<file path="config.mk">
export PLATFORM = sky130hd
export DESIGN_NAME = escalonador_comandos
export DESIGN_NICKNAME = d
export VERILOG_FILES = /design/src/rtl/escalonador_comandos.sv
export SDC_FILE = /design/constraint.sdc
export NUM_CORES = 1
export LEC_CHECK = 0
export CAP_MARGIN = 20
export CORE_UTILIZATION = 54
export CTS_CLUSTER_SIZE = 8
export DETAILED_ROUTE_END_ITERATION = 7
export DONT_BUFFER_PORTS = 1
export GPL_TIMING_DRIVEN = 0
export PLACE_DENSITY = 0.69
export RECOVER_POWER = 25
export SETUP_SLACK_MARGIN = 0.5
export SYNTH_ARGS = -nofsm -noshare
export SYNTH_HDL_FRONTEND = slang
export SYNTH_SLANG_ARGS = --single-unit
</file>
<file path="constraint.sdc">
create_clock -name clk -period 2.3 [get_ports clk]
set_clock_uncertainty 0.1 [all_clocks]
set_input_delay 0 -clock clk [delete_from_list [all_inputs] [get_ports clk]]
set_output_delay 0 -clock clk [all_outputs]
set_load 0.05 [all_outputs]
</file>
<file path="src/rtl/escalonador_comandos.sv">
// Command scheduler: turns UART byte pairs (code, address) into sensor-controller requests and
// sends the two-byte response back. Optional EMITIR timeout enabled by macro ESC_TIMEOUT_EN.
module escalonador_comandos #(
  parameter int unsigned TIMEOUT_CICLOS = 50_000_000
) (
  input  logic        clk,
  input  logic        reset_n,
  input  logic [7:0]  rx_dado,
  input  logic        rx_pronto,
  output logic [7:0]  tx_dado,
  output logic        tx_iniciar,
  input  logic        tx_ocupado,
  output logic [15:0] comando,
  input  logic        bufferPronto,
  input  logic [15:0] info,
  output logic        bufferUsado,
  output logic        ocupado
);

  typedef enum logic [2:0] {
    StOcioso, StEsperaEnd, StEmitir, StTxCod, StTxDado, StLiberar
  } state_e;

  // Per-byte transmit handshake: wait idle, pulse, blind cycle, wait idle again.
  typedef enum logic [1:0] {TxPronto, TxPulso, TxGuarda, TxEspera} tx_fase_e;

  state_e      state_q, state_d;
  tx_fase_e    fase_q, fase_d;
  logic [3:0]  code_q, code_d;
  logic [15:0] comando_q, comando_d;
  logic [7:0]  byte_cod_q, byte_cod_d;
  logic [7:0]  byte_dado_q, byte_dado_d;
  logic [7:0]  tx_dado_q, tx_dado_d;
  logic        tx_iniciar_q, tx_iniciar_d;
  logic        usado_q, usado_d;
  logic [7:0]  tx_byte;
  logic        code_valido;

  assign tx_byte     = (state_q == StTxCod) ? byte_cod_q : byte_dado_q;
  assign code_valido = (code_q != 4'h0) && !code_q[3];

`ifdef ESC_TIMEOUT_EN
  localparam int unsigned CntW = (TIMEOUT_CICLOS > 1) ? $clog2(TIMEOUT_CICLOS + 1) : 1;
  logic [CntW-1:0] cnt_q, cnt_d;

  always_ff @(posedge clk or negedge reset_n) begin
    if (!reset_n) cnt_q <= '0;
    else          cnt_q <= cnt_d;
  end
`else
  logic unused_tmo;
  assign unused_tmo = ^TIMEOUT_CICLOS;
`endif

  logic unused_bits;
  assign unused_bits = ^{info[15:8], rx_dado[7:5]};

  always_comb begin
    state_d      = state_q;
    fase_d       = fase_q;
    code_d       = code_q;
    comando_d    = comando_q;
    byte_cod_d   = byte_cod_q;
    byte_dado_d  = byte_dado_q;
    tx_dado_d    = tx_dado_q;
    tx_iniciar_d = 1'b0;
    usado_d      = usado_q;
`ifdef ESC_TIMEOUT_EN
    cnt_d        = '0;
`endif
    case (state_q)
      StOcioso: begin
        if (rx_pronto) begin
          code_d  = rx_dado[3:0];
          state_d = StEsperaEnd;
        end
      end
      StEsperaEnd: begin
        if (rx_pronto) begin
          if (code_valido) begin
            comando_d = {1'b1, 6'b0, rx_dado[4:0], code_q};
            state_d   = StEmitir;
          end else begin
            byte_cod_d  = 8'hFF;
            byte_dado_d = 8'h00;
            state_d     = StTxCod;
          end
        end
      end
      StEmitir: begin
        if (bufferPronto) begin
          comando_d   = 16'h0000;
          usado_d     = 1'b1;
          byte_cod_d  = {4'h0, code_q};
          byte_dado_d = info[7:0];
          state_d     = StTxCod;
`ifdef ESC_TIMEOUT_EN
        end else if (cnt_q == CntW'(TIMEOUT_CICLOS - 1)) begin
          comando_d   = 16'h0000;
          byte_cod_d  = 8'hFE;
          byte_dado_d = 8'h00;
          state_d     = StTxCod;
        end else begin
          cnt_d = cnt_q + 1'b1;
`endif
        end
      end
      StTxCod, StTxDado: begin
        unique case (fase_q)
          TxPronto: begin
            if (!tx_ocupado) begin
              tx_dado_d    = tx_byte;
              tx_iniciar_d = 1'b1;
              fase_d       = TxPulso;
            end
          end
          TxPulso:  fase_d = TxGuarda;
          TxGuarda: fase_d = TxEspera;
          TxEspera: begin
            if (!tx_ocupado) begin
              fase_d  = TxPronto;
              state_d = (state_q == StTxCod) ? StTxDado : StLiberar;
            end
          end
        endcase
      end
      StLiberar: begin
        // Hold the consumed flag until the controller withdraws its response.
        if (!usado_q) begin
          state_d = StOcioso;
        end else if (!bufferPronto) begin
          usado_d = 1'b0;
          state_d = StOcioso;
        end
      end
      default: state_d = StOcioso;
    endcase
  end

  always_ff @(posedge clk or negedge reset_n) begin
    if (!reset_n) begin
      state_q      <= StOcioso;
      fase_q       <= TxPronto;
      code_q       <= 4'h0;
      comando_q    <= 16'h0000;
      byte_cod_q   <= 8'h00;
      byte_dado_q  <= 8'h00;
      tx_dado_q    <= 8'h00;
      tx_iniciar_q <= 1'b0;
      usado_q      <= 1'b0;
    end else begin
      state_q      <= state_d;
      fase_q       <= fase_d;
      code_q       <= code_d;
      comando_q    <= comando_d;
      byte_cod_q   <= byte_cod_d;
      byte_dado_q  <= byte_dado_d;
      tx_dado_q    <= tx_dado_d;
      tx_iniciar_q <= tx_iniciar_d;
      usado_q      <= usado_d;
    end
  end

  assign tx_dado     = tx_dado_q;
  assign tx_iniciar  = tx_iniciar_q;
  assign comando     = comando_q;
  assign bufferUsado = usado_q;
  assign ocupado     = (state_q != StOcioso);

endmodule
</file>
==> impl_metrics.csv <==
group,metric,value,unit
status,status,"finished clean",
detailed_routing,drt_iter0_markers,75,
cells_and_area,finalNetCount,268,
sta,rsz0062_at_grt,"true",
yosys,ys_warn_count,0,
global_route,grt_pass1_vias,1531,
detailed_routing,num_vias,1539,
global_route,antenna_found_initial,0,
yosys,synth_edf_count,0,
clocking,cts_tree,"built",
setup_path,crit_fanout,5,
sta,period_share,76.4,%
setup_path,r2r_start,"state_q[0]$_DFFE_PN0P_",
worst_hold_path,whs_endpoint,"byte_cod_q[6]$_DFFE_PN0P_",
power,power_density,1530,nW/um^2
yosys,synth_fa_ha_area_share,2.45,%
sta,slew_headroom,32.8,%
yosys,yosysTopAreaCell,"dfrtp_1",
setup_path,r2r_slack,540,ps
setup_path,rr_worst_depth,5,
yosys,seq_area_frac_synth,51.4,%
yosys,synth-main-ff-cell,"dfrtp_1",
floorplanning,die-area,4040,sq um
yosys,synth_top_family_by_area,"compound AO/OA/AOI/OAI gates",
floorplanning,die_w,63.6,um
floorplanning,io_pins,56,
detailed_routing,viasPerCell,5.48,
global_route,grt_max_degree,43,
worst_hold_path,hold_path.class,"in -> reg",
global_route,grt_pass1_wl,6.91,mm
placed_design,port_buffers,0,
setup_path,start_kind,"flip-flop",
yosys,synth.top_cell.area_share,51.4,%
detailed_routing,wirelength,4.07,mm
setup_path,cp.arrival,1820,ps
clocking,cts_inserted_buffers,5,
sta,fin_crit,1760,ps
yosys,yosys.area_share.simple,16.0,%
flow_run,drv_cap,0,
cells_and_area,area_growth_syn_to_layout,21.3,%
power,ir_drop,0.778,mV
yosys,syn_inst,198,
global_route,track_usage,22.3,%
floorplanning,start_util,59.0,%
clocking,cts.sinks,42,
power,leakage,1.16,nW
sta,tightestPinTransition,1010,ps
cells_and_area,diodes,0,
cells_and_area,fin_util,71.6,%
placed_design,place.gp.congestion,0.784,
detailed_routing,routedWlPerCell,14.5,um
yosys,synth-compound-area-share,16.5,%
yosys,ys_types,39,
detailed_routing,ant_nets,0,
global_route,grt_overflow,0,
yosys,syn_area_per_cell,10.3,sq um
clocking,cts.path.max_buffers,2,
yosys,synth.ff_latch_count,42,
setup_path,critPathKind,"reg -> reg",
sta,slew_viol_final,0,
yosys,async_reset_ff_share,100,%
sta,tns,0,ps
setup_path,cp-end-kind,"flip-flop",
detailed_routing,first_pass_iters,4,
yosys,synth_xor_area_share,0,%
yosys,synth_area,2050,sq um
sta,setup_viol,0,
cells_and_area,drive_above_1_share,17.9,%
clocking,cts_root_buf,"clkbuf_8",
floorplanning,core_area,3470,sq um
placed_design,hpwl,2.72,mm
sta,clock.fmax,0.569,GHz
clocking,htreeDepth,2,
clocking,path_clk_slew,70,ps
floorplanning,die_h,63.6,um
worst_hold_path,hold_start,"bufferPronto",
setup_path,r2r-end,"state_q[0]$_DFFE_PN0P_",
floorplanning,rows,21,
clocking,worstSkewPairLatency,290,ps
sta,final-hold-violation-count,0,
worst_hold_path,whs_path_depth,3,
setup_path,required,2370,ps
yosys,synth_area_leaders,"dfrtp_1 51%, nand2_1 4.6%, mux2i_1 4.4%",
yosys,synth_mux_area_share,4.95,%
detailed_routing,drc_errors,0,
kinds of logic after synthesis:
group / after synthesis
simple gates: 58
mux: 10
flops: 42
buf+inv: 32
compound gates: 51
other cells: 1
fa+ha+maj: 4
cell usage after synthesis (2+ instances only):
cell type / n
a21o_1: 2
a21oi_1: 13
a21oi_4: 2
a22o_1: 8
a41oi_1: 4
and2_1: 2
buf_2: 2
buf_4: 10
buf_6: 2
dfrtp_1: 42
ha_1: 4
inv_1: 17
mux2i_1: 9
nand2_1: 25
nand2b_1: 2
nand3b_1: 3
nand4_1: 2
nor2_1: 5
nor3_1: 2
nor3b_1: 2
nor3b_2: 2
o21ai_0: 17
o21ai_1: 2
or3_1: 4
cell usage in the layout (no fill, tap or decap), types with 4 or more instances in the layout:
cell           instances
conb_1                 6
o21ai_0               17
buf_4                 16
dfrtp_1               41
a41oi_1                4
a21oi_1               13
nand2_1               25
clkbuf_8               6
dlygate4sd3_1         17
mux2i_1                9
ha_1                   4
inv_1                 17
nor2_1                 5
a22o_1                 8
per-stage QoR:
step                      worst slack [ps]  hold slack, ps  std cells  instance area [sq um]  power, mW
after floorplan                        647            -396        203                   2070       2.79
after detailed placement               461            -395        249                   2130       3.06
after global routing                   497            31.2        281                   2480       4.04
after global placement                 507            -395        249                   2130       2.99
final                                  543            9.34        281                   2480       3.80
after CTS                              515            8.39        274                   2440       3.72
report_power, final:
part	switching (mW)	leakage [nW]	internal, mW	total [mW]
Sequential	0.673	0.525	1.05	1.72
Clock	0.243	0.0573	0.347	0.590
Combinational	0.818	0.577	0.668	1.49
Total	1.73	1.16	2.06	3.80
worst max path at each step:
stage,startpoint,to,slack (ps),depth (start not counted)
global placement,state_q[2]$_DFFE_PN0P_,tx_dado[4]$_DFFE_PN0P_,510,6
detailed placement,state_q[2]$_DFFE_PN0P_,tx_dado[3]$_DFFE_PN0P_,460,6
floorplan,state_q[0]$_DFFE_PN0P_,state_q[0]$_DFFE_PN0P_,650,5
global route,state_q[1]$_DFFE_PN0P_,byte_dado_q[5]$_DFFE_PN0P_,500,5
finish,state_q[0]$_DFFE_PN0P_,state_q[0]$_DFFE_PN0P_,540,5
CTS,state_q[0]$_DFFE_PN0P_,state_q[0]$_DFFE_PN0P_,520,5
layer usage:
layer	GRT usage (%)	routed length (um)
met1	25.8	1700
met2	39.1	2130
met3	5.62	180
met4	8.81	55
met5	0	0
sequential cells by signal (all words and copies together) (netlist names):
signal       flops
fase_q           2
tx_iniciar       1
byte_cod_q       5
state_q          3
byte_dado_q      8
comando         10
code_q           4
bufferUsado      1
tx_dado          8
worst max-delay path, stage by stage, from the launching register on:
cell and delay (ps):
dfrtp_1 400, buf_6 130, or4b_1 460, o211ai_1 180, mux2i_1 240, nand4_1 110
what timing repair did:
item / 4_1_cts / 5_1_grt
pin swaps: 0 / 4
endpoints found under the hold margin: 71 / 0
endpoints found under the setup margin: 9 / 21
cloned: 0 / 1
hold buffers: 18 / 0
gates resized for setup: 2 / 3
buffers inserted: 0 / 6
area by class of cell:
cell class / instances / area (sq um)
sequential: 42 / 1050
fill: 256 / 986
multi-input combinational: 129 / 857
timing repair buffer: 25 / 225
buffer: 15 / 114
clock buffer: 6 / 82.6
inverter: 17 / 63.8
tap: 46 / 57.6
clock inverter: 1 / 30.0
No activity file was read; power rests on OpenSTA's default activity.
